**config.mk**
```make
export PLATFORM = sky130hd
export DESIGN_NAME = mac_array_ctrl_flat
export DESIGN_NICKNAME = d
export VERILOG_FILES = /design/src/rtl/mac_array_ctrl_pkg.sv /design/src/rtl/mac_array_ctrl_if.sv /design/src/rtl/mac_array_ctrl_cfg_check.sv /design/src/rtl/mac_array_ctrl.sv /design/src/flat_wrapper.sv
export SDC_FILE = /design/constraint.sdc
export NUM_CORES = 1
export LEC_CHECK = 0
export CORE_MARGIN = 5
export CORE_UTILIZATION = 46
export CTS_CLUSTER_DIAMETER = 60
export DETAILED_ROUTE_END_ITERATION = 8
export PLACE_DENSITY = 0.75
export SLEW_MARGIN = 20
export SYNTH_ARGS = -nofsm -noshare
export SYNTH_HDL_FRONTEND = slang
export SYNTH_SLANG_ARGS = --single-unit
```
**constraint.sdc**
```tcl
create_clock -name clk -period 4.4 [get_ports clk]
set_input_delay 0.44 -clock clk [delete_from_list [all_inputs] [get_ports clk]]
set_output_delay 0.44 -clock clk [all_outputs]
set_load 0.03 [all_outputs]
```
**src/rtl/mac_array_ctrl_pkg.sv**
```systemverilog
`default_nettype none
// ============================================================================
//  Module  : mac_array_ctrl_pkg
//  Purpose : Shared NPU definitions for the MAC array controller: FSM state
//            encoding, config legality limits and a helper that derives the
//            largest kernel height an array of a given size can run.
//  Ports   : none (package)
//  Rev     : 1.0  initial release
// ============================================================================
package mac_array_ctrl_pkg;

    // Controller states; explicit 3-bit encoding.
    typedef enum logic [2:0] {
        ST_IDLE  = 3'd0,
        ST_START = 3'd1,
        ST_ARM   = 3'd2,
        ST_WAIT  = 3'd3,
        ST_DRAIN = 3'd4,
        ST_DONE  = 3'd5
    } state_t;

    // Allowed convolution strides (inclusive range).
    localparam logic [2:0] c_STRIDE_MIN = 3'd1;
    localparam logic [2:0] c_STRIDE_MAX = 3'd2;

    // Largest value the 3-bit kernel field can carry.
    localparam int c_K_FIELD_MAX = 7;

    // Max legal kernel height: one PE row per kernel row, capped by the field.
    function automatic int k_limit(input int num_rows);
        return (num_rows < c_K_FIELD_MAX) ? num_rows : c_K_FIELD_MAX;
    endfunction

endpackage
`default_nettype wire

```
**src/rtl/mac_array_ctrl_if.sv**
```systemverilog
`default_nettype none
// ============================================================================
//  Module  : mac_array_ctrl_if
//  Purpose : Bundles the layer-config handshake and the per-row MAC control
//            signals of the MAC array controller.
//  Ports   : cfg_valid/cfg_ready/cfg_* - layer config handshake and fields
//            cfg_err                    - rejected-config pulse
//            K/IMG_W/OC/STRIDE          - latched config broadcast to MACs
//            mac_start/mac_done         - per-row start pulse / idle level
//            is_bottom                  - bottom row of the psum chain
//            out_row/ia_row_idx         - current output row / first input row
//            row_done/layer_done/busy   - progress pulses and busy level
//  Modports: slave  - the controller
//            master - the environment (config source and MAC rows)
//  Rev     : 1.0  initial release
// ============================================================================
interface mac_array_ctrl_if #(
    parameter int NUM_ROWS = 3
);
    logic                cfg_valid;
    logic                cfg_ready;
    logic [2:0]          cfg_k;
    logic [5:0]          cfg_img_w;
    logic [7:0]          cfg_oc;
    logic [2:0]          cfg_stride;
    logic [5:0]          cfg_out_h;
    logic                cfg_err;

    logic [2:0]          K;
    logic [5:0]          IMG_W;
    logic [7:0]          OC;
    logic [2:0]          STRIDE;

    logic [NUM_ROWS-1:0] mac_start;
    logic [NUM_ROWS-1:0] mac_done;
    logic [NUM_ROWS-1:0] is_bottom;

    logic [5:0]          out_row;
    logic [7:0]          ia_row_idx;
    logic                row_done;
    logic                layer_done;
    logic                busy;

    modport slave (
        input  cfg_valid, cfg_k, cfg_img_w, cfg_oc, cfg_stride, cfg_out_h,
        input  mac_done,
        output cfg_ready, cfg_err, K, IMG_W, OC, STRIDE,
        output mac_start, is_bottom, out_row, ia_row_idx,
        output row_done, layer_done, busy
    );

    modport master (
        output cfg_valid, cfg_k, cfg_img_w, cfg_oc, cfg_stride, cfg_out_h,
        output mac_done,
        input  cfg_ready, cfg_err, K, IMG_W, OC, STRIDE,
        input  mac_start, is_bottom, out_row, ia_row_idx,
        input  row_done, layer_done, busy
    );

endinterface
`default_nettype wire

```
**src/rtl/mac_array_ctrl_cfg_check.sv**
```systemverilog
`default_nettype none
// ============================================================================
//  Module  : mac_cfg_check
//  Purpose : Purely combinational legality check of an incoming layer config.
//  Ports   : i_cfg_k, i_cfg_img_w, i_cfg_oc, i_cfg_stride, i_cfg_out_h
//                       - candidate layer parameters
//            o_illegal  - 1 when the config must be rejected
//  Rev     : 1.0  initial release
// ============================================================================
module mac_cfg_check
    import mac_array_ctrl_pkg::*;
#(
    parameter int NUM_ROWS          = 3,
    parameter int PSUM_ROW_MEM_ADDR = 12
) (
    input  wire logic [2:0] i_cfg_k,
    input  wire logic [5:0] i_cfg_img_w,
    input  wire logic [7:0] i_cfg_oc,
    input  wire logic [2:0] i_cfg_stride,
    input  wire logic [5:0] i_cfg_out_h,
    output logic            o_illegal
);

    localparam logic [63:0] c_PSUM_LIMIT = 64'd1 << PSUM_ROW_MEM_ADDR;

    logic [63:0] w_prod;
    logic        w_k_bad;
    logic        w_stride_bad;
    logic        w_dim_bad;
    logic        w_psum_bad;

    // Widened before multiplying so the full OC*IMG_W product survives.
    assign w_prod       = 64'(i_cfg_oc) * 64'(i_cfg_img_w);

    assign w_k_bad      = (i_cfg_k == 3'd0) || (int'(i_cfg_k) > k_limit(NUM_ROWS));
    assign w_stride_bad = (i_cfg_stride < c_STRIDE_MIN) || (i_cfg_stride > c_STRIDE_MAX);
    assign w_dim_bad    = (i_cfg_img_w == 6'd0) || (i_cfg_oc == 8'd0) || (i_cfg_out_h == 6'd0);
    assign w_psum_bad   = (w_prod > c_PSUM_LIMIT);

    assign o_illegal    = w_k_bad || w_stride_bad || w_dim_bad || w_psum_bad;

endmodule
`default_nettype wire

```
**src/rtl/mac_array_ctrl.sv**
```systemverilog
`default_nettype none
// ============================================================================
//  Module  : mac_array_ctrl
//  Purpose : Sequences one output row at a time through an array of NUM_ROWS
//            MAC rows: start the K active rows, wait for all of them to go
//            idle, let the psum chain flush, then advance to the next output
//            row until the layer is complete.
//  Ports   : clk    - rising-edge clock
//            reset  - synchronous active-high reset
//            bus    - mac_array_ctrl_if.slave (config handshake, latched
//                     config, per-row start/done, progress outputs)
//  Rev     : 1.0  initial release
// ============================================================================
module mac_array_ctrl
    import mac_array_ctrl_pkg::*;
#(
    parameter int NUM_ROWS          = 3,
    parameter int DRAIN_CYC         = 4,
    parameter int PSUM_ROW_MEM_ADDR = 12
) (
    input  wire logic         clk,
    input  wire logic         reset,
    mac_array_ctrl_if.slave   bus
);

    localparam int                 c_CNT_W      = (DRAIN_CYC > 1) ? $clog2(DRAIN_CYC) : 1;
    localparam logic [c_CNT_W-1:0] c_DRAIN_LAST = c_CNT_W'(DRAIN_CYC - 1);

    state_t               r_state;
    state_t               w_state_nxt;

    logic [2:0]           r_k;
    logic [5:0]           r_img_w;
    logic [7:0]           r_oc;
    logic [2:0]           r_stride;
    logic [5:0]           r_out_h;
    logic [5:0]           r_out_row;
    logic [7:0]           r_ia_row;
    logic [c_CNT_W-1:0]   r_drain_cnt;
    logic                 r_cfg_err;

    logic                 w_cfg_ready;
    logic                 w_accept;
    logic                 w_illegal;
    logic                 w_load;
    logic                 w_drain_last;
    logic                 w_row_last;
    logic                 w_all_done;
    logic [NUM_ROWS-1:0]  w_active_mask;
    logic [NUM_ROWS-1:0]  w_is_bottom;
    logic [NUM_ROWS-1:0]  w_mac_start;
    logic                 w_row_done;
    logic                 w_layer_done;

    mac_cfg_check #(
        .NUM_ROWS          (NUM_ROWS),
        .PSUM_ROW_MEM_ADDR (PSUM_ROW_MEM_ADDR)
    ) u_cfg_check (
        .i_cfg_k      (bus.cfg_k),
        .i_cfg_img_w  (bus.cfg_img_w),
        .i_cfg_oc     (bus.cfg_oc),
        .i_cfg_stride (bus.cfg_stride),
        .i_cfg_out_h  (bus.cfg_out_h),
        .o_illegal    (w_illegal)
    );

    // Ready drops for the error-pulse cycle so a held illegal config cannot
    // produce back-to-back error pulses.
    assign w_cfg_ready  = (r_state == ST_IDLE) && !r_cfg_err;
    assign w_accept     = w_cfg_ready && bus.cfg_valid;
    assign w_load       = w_accept && !w_illegal;
    assign w_drain_last = (r_drain_cnt == '0);
    assign w_row_last   = (r_out_row == (r_out_h - 6'd1));
    assign w_all_done   = ((bus.mac_done & w_active_mask) == w_active_mask);

    generate
        for (genvar i = 0; i < NUM_ROWS; i++) begin : g_row
            assign w_active_mask[i] = (i < int'(r_k));
            // K==0 (after reset) leaves every bit low.
            assign w_is_bottom[i]   = ((i + 1) == int'(r_k));
        end
    endgenerate

    // ------------------------------------------------------------------
    // FSM state register
    // ------------------------------------------------------------------
    always_ff @(posedge clk) begin
        if (reset) begin
            r_state <= ST_IDLE;
        end else begin
            r_state <= w_state_nxt;
        end
    end

    // ------------------------------------------------------------------
    // FSM next state and pulse outputs
    // ------------------------------------------------------------------
    always_comb begin
        w_state_nxt  = r_state;
        w_mac_start  = '0;
        w_row_done   = 1'b0;
        w_layer_done = 1'b0;
        case (r_state)
            ST_IDLE: begin
                if (w_load) begin
                    w_state_nxt = ST_START;
                end
            end
            ST_START: begin
                w_mac_start = w_active_mask;
                w_state_nxt = ST_ARM;
            end
            // MAC done is still the stale idle level here; it only drops one
            // cycle after start, so it is not looked at in this state.
            ST_ARM: begin
                w_state_nxt = ST_WAIT;
            end
            ST_WAIT: begin
                if (w_all_done) begin
                    w_state_nxt = ST_DRAIN;
                end
            end
            ST_DRAIN: begin
                if (w_drain_last) begin
                    w_row_done  = 1'b1;
                    w_state_nxt = w_row_last ? ST_DONE : ST_START;
                end
            end
            ST_DONE: begin
                w_layer_done = 1'b1;
                w_state_nxt  = ST_IDLE;
            end
            default: begin
                w_state_nxt = ST_IDLE;
            end
        endcase
    end

    // ------------------------------------------------------------------
    // Config latch, row/offset counters, drain counter, error pulse
    // ------------------------------------------------------------------
    always_ff @(posedge clk) begin
        if (reset) begin
            r_k         <= '0;
            r_img_w     <= '0;
            r_oc        <= '0;
            r_stride    <= '0;
            r_out_h     <= '0;
            r_out_row   <= '0;
            r_ia_row    <= '0;
            r_drain_cnt <= '0;
            r_cfg_err   <= 1'b0;
        end else begin
            r_cfg_err <= w_accept && w_illegal;

            if (w_load) begin
                r_k       <= bus.cfg_k;
                r_img_w   <= bus.cfg_img_w;
                r_oc      <= bus.cfg_oc;
                r_stride  <= bus.cfg_stride;
                r_out_h   <= bus.cfg_out_h;
                r_out_row <= '0;
                r_ia_row  <= '0;
            end

            // Preload while waiting so DRAIN lasts exactly DRAIN_CYC cycles.
            if (r_state == ST_WAIT) begin
                r_drain_cnt <= c_DRAIN_LAST;
            end else if ((r_state == ST_DRAIN) && !w_drain_last) begin
                r_drain_cnt <= r_drain_cnt - 1'b1;
            end

            if ((r_state == ST_DRAIN) && w_drain_last && !w_row_last) begin
                r_out_row <= r_out_row + 6'd1;
                r_ia_row  <= r_ia_row + {5'd0, r_stride};
            end
        end
    end

    // ------------------------------------------------------------------
    // Outputs; pulses are masked while reset is held so an aborted layer
    // never emits anything.
    // ------------------------------------------------------------------
    assign bus.cfg_ready  = w_cfg_ready;
    assign bus.cfg_err    = r_cfg_err && !reset;
    assign bus.K          = r_k;
    assign bus.IMG_W      = r_img_w;
    assign bus.OC         = r_oc;
    assign bus.STRIDE     = r_stride;
    assign bus.mac_start  = reset ? '0 : w_mac_start;
    assign bus.is_bottom  = w_is_bottom;
    assign bus.out_row    = r_out_row;
    assign bus.ia_row_idx = r_ia_row;
    assign bus.row_done   = w_row_done && !reset;
    assign bus.layer_done = w_layer_done && !reset;
    assign bus.busy       = (r_state != ST_IDLE);

endmodule
`default_nettype wire
```
**src/flat_wrapper.sv**
```systemverilog
// flat-port wrapper written by rule: the top's interface ports become plain ports
module mac_array_ctrl_flat import mac_array_ctrl_pkg::*;
#(
    parameter int NUM_ROWS          = 3,
    parameter int DRAIN_CYC         = 4,
    parameter int PSUM_ROW_MEM_ADDR = 12
)
  (clk, reset, bus_cfg_valid, bus_cfg_k, bus_cfg_img_w, bus_cfg_oc, bus_cfg_stride, bus_cfg_out_h, bus_mac_done, bus_cfg_ready, bus_cfg_err, bus_K, bus_IMG_W, bus_OC, bus_STRIDE, bus_mac_start, bus_is_bottom, bus_out_row, bus_ia_row_idx, bus_row_done, bus_layer_done, bus_busy);
  mac_array_ctrl_if #(.NUM_ROWS(NUM_ROWS)) bus_i ();
  input  wire logic clk;
  input  wire logic reset;
  input wire logic [$bits(bus_i.cfg_valid)-1:0] bus_cfg_valid;
  input wire logic [$bits(bus_i.cfg_k)-1:0] bus_cfg_k;
  input wire logic [$bits(bus_i.cfg_img_w)-1:0] bus_cfg_img_w;
  input wire logic [$bits(bus_i.cfg_oc)-1:0] bus_cfg_oc;
  input wire logic [$bits(bus_i.cfg_stride)-1:0] bus_cfg_stride;
  input wire logic [$bits(bus_i.cfg_out_h)-1:0] bus_cfg_out_h;
  input wire logic [$bits(bus_i.mac_done)-1:0] bus_mac_done;
  output wire logic [$bits(bus_i.cfg_ready)-1:0] bus_cfg_ready;
  output wire logic [$bits(bus_i.cfg_err)-1:0] bus_cfg_err;
  output wire logic [$bits(bus_i.K)-1:0] bus_K;
  output wire logic [$bits(bus_i.IMG_W)-1:0] bus_IMG_W;
  output wire logic [$bits(bus_i.OC)-1:0] bus_OC;
  output wire logic [$bits(bus_i.STRIDE)-1:0] bus_STRIDE;
  output wire logic [$bits(bus_i.mac_start)-1:0] bus_mac_start;
  output wire logic [$bits(bus_i.is_bottom)-1:0] bus_is_bottom;
  output wire logic [$bits(bus_i.out_row)-1:0] bus_out_row;
  output wire logic [$bits(bus_i.ia_row_idx)-1:0] bus_ia_row_idx;
  output wire logic [$bits(bus_i.row_done)-1:0] bus_row_done;
  output wire logic [$bits(bus_i.layer_done)-1:0] bus_layer_done;
  output wire logic [$bits(bus_i.busy)-1:0] bus_busy;
  assign bus_i.cfg_valid = bus_cfg_valid;
  assign bus_i.cfg_k = bus_cfg_k;
  assign bus_i.cfg_img_w = bus_cfg_img_w;
  assign bus_i.cfg_oc = bus_cfg_oc;
  assign bus_i.cfg_stride = bus_cfg_stride;
  assign bus_i.cfg_out_h = bus_cfg_out_h;
  assign bus_i.mac_done = bus_mac_done;
  assign bus_cfg_ready = bus_i.cfg_ready;
  assign bus_cfg_err = bus_i.cfg_err;
  assign bus_K = bus_i.K;
  assign bus_IMG_W = bus_i.IMG_W;
  assign bus_OC = bus_i.OC;
  assign bus_STRIDE = bus_i.STRIDE;
  assign bus_mac_start = bus_i.mac_start;
  assign bus_is_bottom = bus_i.is_bottom;
  assign bus_out_row = bus_i.out_row;
  assign bus_ia_row_idx = bus_i.ia_row_idx;
  assign bus_row_done = bus_i.row_done;
  assign bus_layer_done = bus_i.layer_done;
  assign bus_busy = bus_i.busy;
  mac_array_ctrl #(.NUM_ROWS(NUM_ROWS), .DRAIN_CYC(DRAIN_CYC), .PSUM_ROW_MEM_ADDR(PSUM_ROW_MEM_ADDR)) u_core (.clk(clk), .reset(reset), .bus(bus_i));
endmodule
```
== Word level (Yosys, flattened, before mapping) ==
Cells that the tools add are included.
Widths: inputs -> output; s select.

* Register bits after elaboration: 46
* Bits in latches: 0
* RAM bits: 0
* Bits in read-only memories: 0
* Bits of input ports: 32
* Output and inout bits: 45
* Memories: 0

* Add/sub/neg operators: 4
* $mul: 1
* Divide/modulo/power cells: 0
* Magnitude comparators: 7
* Eq/ne operators: 13
* Shift-type cells: 0
* Multiplexer cells: 16
* Bitwise logic cells: 1
* Reduce and logical (&&, ||, !) cells: 32

{| class="wikitable"
|+ Operator list
! cell !! number
|-
| $mux 3 || 6
|-
| $mux 8 || 2
|-
| $pmux 3 s5 || 1
|-
| $gt 14x13->1 const B || 1
|-
| $mul 8x6->14 || 1
|-
| $logic_not 6->1 || 2
|-
| $mux 6 || 2
|-
| $logic_and 1x1->1 || 10
|-
| $add 8x3->8 || 1
|-
| $logic_not 8->1 || 1
|-
| $logic_or 1x1->1 || 7
|-
| $add 6x1->6 const B || 1
|-
| $eq 3x2->1 const B || 2
|-
| $eq 3x3->1 const A || 2
|-
| $eq 3x3->1 const B || 2
|-
| $eq 6x6->1 || 1
|-
| $gt 3x2->1 const B || 2
|-
| $logic_not 3->1 || 2
|-
| $lt 1x3->1 const A || 2
|-
| $ne 2x1->1 const B || 3
|-
| $sub 6x1->6 const B || 1
|-
| $logic_not 1->1 || 5
|-
| $mux 2 || 2
|-
| $reduce_bool 2->1 || 2
|-
| 11 further kinds || 13
|}

== Logic depth before layout (Yosys ltp) ==
* Depth after elaboration: 9
* Gate-level depth with buffers: 18
* Gate-level depth less buffers: 15

== Cells and area by module ==
From an unflattened synthesis, not the netlist that was laid out.

* Cell total of the unflattened synthesis: 481
* Area, all modules: 3841.2 µm²

{| class="wikitable"
|+ Modules (own cells, without submodules)
! module !! times used !! cells each !! area each (µm²)
|-
| mac_array_ctrl || 1 || 298 || 2314.7
|-
| mac_cfg_check || 1 || 183 || 1526.5
|}

== Worst setup path before layout ==
OpenSTA, ideal clock, no wires.

* Path type: input to register
* Start point: in bus_cfg_img_w[5]
* End point: reg u_core.r_ia_row[5] (netlist: u_core.bus.ia_row_idx[5])
* Data arrival time: 4.491 ns
* Required time: 4.274 ns
* Slack: -0.217 ns
* Stages: 15
* Buffers on the path: 2
* Cells stage by stage: clkbuf_1 nand2_1 fa_1 fa_1 fa_1 inv_1 ha_1 a211oi_2 o21bai_1 a2111o_1 a21o_1 a211o_4 o21bai_4 buf_6 o31ai_2

* Word-level cells in the longest chain between the ends: 8
* Elaborated cells between the ends (all ways): 10
* Those cells by class: mul: 1; order compare: 1; reduce/logical: 8

{| class="wikitable"
|+ RTL lines
! what !! RTL line !! source
|-
| start, declared || flat_wrapper.sv:14 || <nowiki>input wire logic [$bits(bus_i.cfg_img_w)-1:0] bus_cfg_img_w;</nowiki>
|-
| branches (longest 4 deep; another with $mul 8x6->14) || -- ||
|-
| $logic_or 1x1->1 * || mac_array_ctrl_cfg_check.sv:40 || <nowiki>assign o_illegal = w_k_bad || w_stride_bad || w_dim_bad || w_psum_bad;</nowiki>
|-
| $logic_not 1->1 * || mac_array_ctrl.sv:71 || <nowiki>assign w_load = w_accept && !w_illegal;</nowiki>
|-
| $logic_and 1x1->1 * || mac_array_ctrl.sv:71 ||
|-
| $reduce_bool 2->1 (no line) * || -- ||
|-
| end signal, assigned || mac_array_ctrl.sv:175 || <nowiki>r_ia_row <= r_ia_row + {5'd0, r_stride};</nowiki>
|-
| end, declared || mac_array_ctrl.sv:38 || <nowiki>logic [7:0] r_ia_row;</nowiki>
|}

Every way passes the cells marked *.
A chain may end at the register's enable or synchronous reset.

== Worst setup path after layout ==
* Start point: in bus_cfg_oc[4]
* End point: reg u_core.r_ia_row[4] (netlist: u_core.bus.ia_row_idx[4])

* Word-level cells in the longest chain between the ends: 8
* Elaborated cells between the ends (all ways): 10
* Those cells by class: mul: 1; order compare: 1; reduce/logical: 8

{| class="wikitable"
|+ RTL lines
! what !! RTL line !! source
|-
| start, declared || flat_wrapper.sv:15 || <nowiki>input wire logic [$bits(bus_i.cfg_oc)-1:0] bus_cfg_oc;</nowiki>
|-
| branches (longest 4 deep; another with $mul 8x6->14) || -- ||
|-
| $logic_or 1x1->1 * || mac_array_ctrl_cfg_check.sv:40 ||
|-
| $logic_not 1->1 * || mac_array_ctrl.sv:71 ||
|-
| $logic_and 1x1->1 * || mac_array_ctrl.sv:71 ||
|-
| $reduce_bool 2->1 (no line) * || -- ||
|}

Marked as above.

==> out/metrics.csv <==
metric,value,unit
run_status,finished clean,
critical_path.max_fanout,8,
r2r_cells,10,
ant_nets,0,
ys_seq_elements,46,
drt-wirelength-per-cell,16.30,um
crit_arrival,4.47,ns
swShare,38.89,%
synth_compound_area_share,21.83,%
crit_path_frequent_cell,fa_1,
synth_cells,481,
min_path_cells,2,
slew_violations,0,
fin_area,5488,um2
crit_required,4.58,ns
portBuffers,76,
async_flop_share,0,%
fin_nets,683,
hold_violations,0,
synthXorXnorAreaFrac,3.078,%
drt_wl_total,11510,um
num_rows,34,
start_util,46.36,%
min_period_over_period,97.63,%
htreeDepth,2,
rrSetupSlack,2.08,ns
seq_power_share,27.0,%
skew,0.005003,ns
tightestPinTransition,0.8740,ns
finalPower,1.601,mW
max_stage_delay,0.55,ns
cp_slowest_cell,fa_1,
cts_hold_buf,0,
r2r_end,u_core.bus.ia_row_idx[3],
muxShareOfSynthArea,0,%
ir_drop,0.0001357,V
cellPowerDensity,291.7,nW/um2
utilization,63.86,%
p_leak,2.297,nW
max_freq,232.8,MHz
end_kind,flip-flop,
die_w,103.1,um
io_pins,77,
drc_errors,0,
p_clk_share,17.2,%
synth-edff-count,0,
dp.cells,694,
path_cells,buf_2 -> buf_4 -> and2_1 -> fa_1 -> fa_1 -> inv_1 -> fa_1 -> inv_1 -> ha_4 -> o21ai_2 -> o21bai_1 -> a2111o_1 -> a21o_1 -> a211o_4 -> o21bai_4 -> buf_12 -> o31ai_2,
clk_pin_slew,0.08,ns
cap_violations,0,
hold_end,u_core.bus.STRIDE[2],
switchingPower,0.6225,mW
instances_no_fill,706,
synth_top_family_by_area,simple AND/OR/NAND/NOR gates,
synth-adder-area-share,21.86,%
setup_viol,0,
crit_type,input pin to flip-flop,
gr-total-overflow,0,
diodes,0,
syn2layout_area_growth,37.75,%
antenna_found_initial,0,
insertion_delay,0.30,ns
grt_max_degree,35,
synth_top_area_cell,dfxtp_1,
clock-sinks,46,
min_from,u_core.bus.STRIDE[2],
drive_gt1_share,20.74,%
synth_area,3984,um2
cts_tree,yes,
start_kind,input pin,
gp_congestion,0.8152,
synthTopCellsByArea,"dfxtp_1 23%, fa_1 13%, ha_1 8.8%",
clk_path_buf_depth,2,
yosysSeqAreaShare,23.12,%
drt-initial-drc-count,227,
syn_avg_cell_area,8.282,um2
synth_ff_type,dfxtp_1,
yosys_warnings,0,
die_y,103.1,um
hp-class,flip-flop to flip-flop,
synth_fp_nets,567,
yosys.area_share.simple,22.24,%
pwr-share-comb,55.9,%
synth_cell_types,58,
viasPerCell,5.605,
dieArea,10620,um2
min_period,4.296,ns
p_int,0.9781,mW
core-area,8593,um2
cp_top_family,adder cells,
synth_top_area_share,23.12,%
grt_pass1_wl,18540,um
path_buf_inv,5,
r2r_start,u_core.r_out_h[0],
detail_route.first_pass.iterations,5,
placement.cell_area,5233,um2
track_usage,21.74,%
dp_hpwl,8798,um
grt_pass1_vias,3932,
cts_made_buffers,5,
route.vias.total,3957,
max-slew-margin-rel,41.73,%
cts_root_buffer,clkbuf_8,
-- flip-flops by register name, indices dropped and copies added, names as in the netlist --
name	cells
u_core.bus.OC	8
u_core.bus.STRIDE	3
u_core.r_out_h	6
u_core.bus.ia_row_idx	8
u_core.r_state	3
u_core.r_drain_cnt	2
u_core.bus.IMG_W	6
u_core.r_cfg_err	1
u_core.bus.K	3
u_core.bus.out_row	6
-- worst max path at each step --
stage,from,end,depth (start not counted)
after floorplan,bus_cfg_img_w[3],u_core.bus.ia_row_idx[5],16
after global placement,bus_cfg_img_w[5],u_core.r_out_h[2],16
after detailed placement,bus_cfg_img_w[5],u_core.r_out_h[0],17
after CTS,bus_cfg_oc[0],u_core.bus.out_row[1],15
after global routing,bus_cfg_img_w[1],u_core.bus.ia_row_idx[3],16
final,bus_cfg_oc[4],u_core.bus.ia_row_idx[4],17
-- area by class of cell --
cell class                 instances  area (um2)
clock inverter                     2       12.51
fill                             739        3105
multi-input combinational        358        2938
timing repair buffer             133        1200
sequential                        46       920.9
inverter                          53       198.9
clock buffer                       6       82.58
tap                              108       135.1
-- per-layer routing --
layer | global-route usage [%] | part of all wire, % | vias to the layer above
li1 | - | - | 1917
met1 | 28.78 | 44 | 1893
met2 | 36.46 | 49 | 128
met3 | 4.465 | 5.7 | 19
met4 | 5.080 | 1.3 | 0
met5 | 0 | 0 | -
-- timing repair --
action                                  4_1_cts  5_1_grt
resized for setup                            41       51
endpoints found under the setup margin       42       41
pin swaps                                     6       26
cloned                                        1        0
setup buffers                                 1        2
-- placed cells by master, fill, tap and decap left out, types with 4 or more instances in the layout --
master,n
clkdlybuf4s50_1,62
inv_1,52
buf_4,50
dfxtp_1,46
and2_1,35
a21oi_1,32
o21ai_0,28
nor2_1,25
nand4_1,25
fa_1,25
nand2_1,24
ha_1,22
o21ai_1,14
o31ai_2,10
and2_4,7
nor4_1,7
xnor2_1,7
nand3_1,7
nor3_1,7
clkbuf_2,7
xor2_1,6
clkbuf_8,6
nor2b_1,5
a21o_1,5
o31ai_1,4
ha_4,4
buf_6,4
-- cells in the mapped netlist, types with 2 or more instances --
library cell and number:
a2111oi_0 3, a211o_1 2, a211oi_1 2, a21o_1 5, a21oi_1 35, a31o_2 2, a31oi_1 3, and2_1 42
buf_2 3, buf_4 3, clkbuf_1 15, clkbuf_2 2, dfxtp_1 46, fa_1 26, ha_1 28, inv_1 53
nand2_1 25, nand2b_1 2, nand3_1 7, nand3b_1 2, nand4_1 25, nor2_1 25, nor2b_1 5, nor3_1 7
nor3b_1 2, nor4_1 7, nor4b_1 2, o21ai_0 42, o21ai_1 2, o21bai_1 2, o31ai_1 7, o31ai_2 8
or3_1 3, or4_1 2, xnor2_1 7, xor2_1 7
-- worst register-to-register path: stages (launching register included) --
cell,delay (ns)
dfxtp_1,0.44
inv_1,0.07
ha_1,0.21
and2_1,0.18
o21ai_0,0.19
a31oi_1,0.12
o31ai_1,0.41
nor3_1,0.10
buf_4,0.20
o21ai_0,0.16
o31ai_4,0.12
-- power groups by stage --
stage | logic (mW) | clock network, mW | registers, mW
floorplan | 0.490 | 0 | 0.445
global placement | 0.765 | 0 | 0.441
detailed placement | 0.781 | 0 | 0.441
CTS | 0.815 | 0.277 | 0.431
global route | 0.977 | 0.298 | 0.433
finish | 0.894 | 0.275 | 0.432
-- cells by family after synthesis --
| logic type | count (synthesis) |
|---|---|
| xor+xnor | 14 |
| flops | 46 |
| fa+ha+maj | 54 |
| buf+inv | 77 |
| simple gates | 161 |
| compound gates | 129 |
-- metrics by stage --
step	setup TNS [ns]	hold WS, ns	setup WS, ns
finish	0	0.4623	0.1042
CTS	0	0.4669	0.007933
detailed placement	-27.01	0.4511	-0.7108
global route	-0.004793	0.4857	-0.002641
global placement	-22.98	0.4449	-0.5871
floorplan	0	0.4620	0.01301
Power figures use the tool's default switching activity.
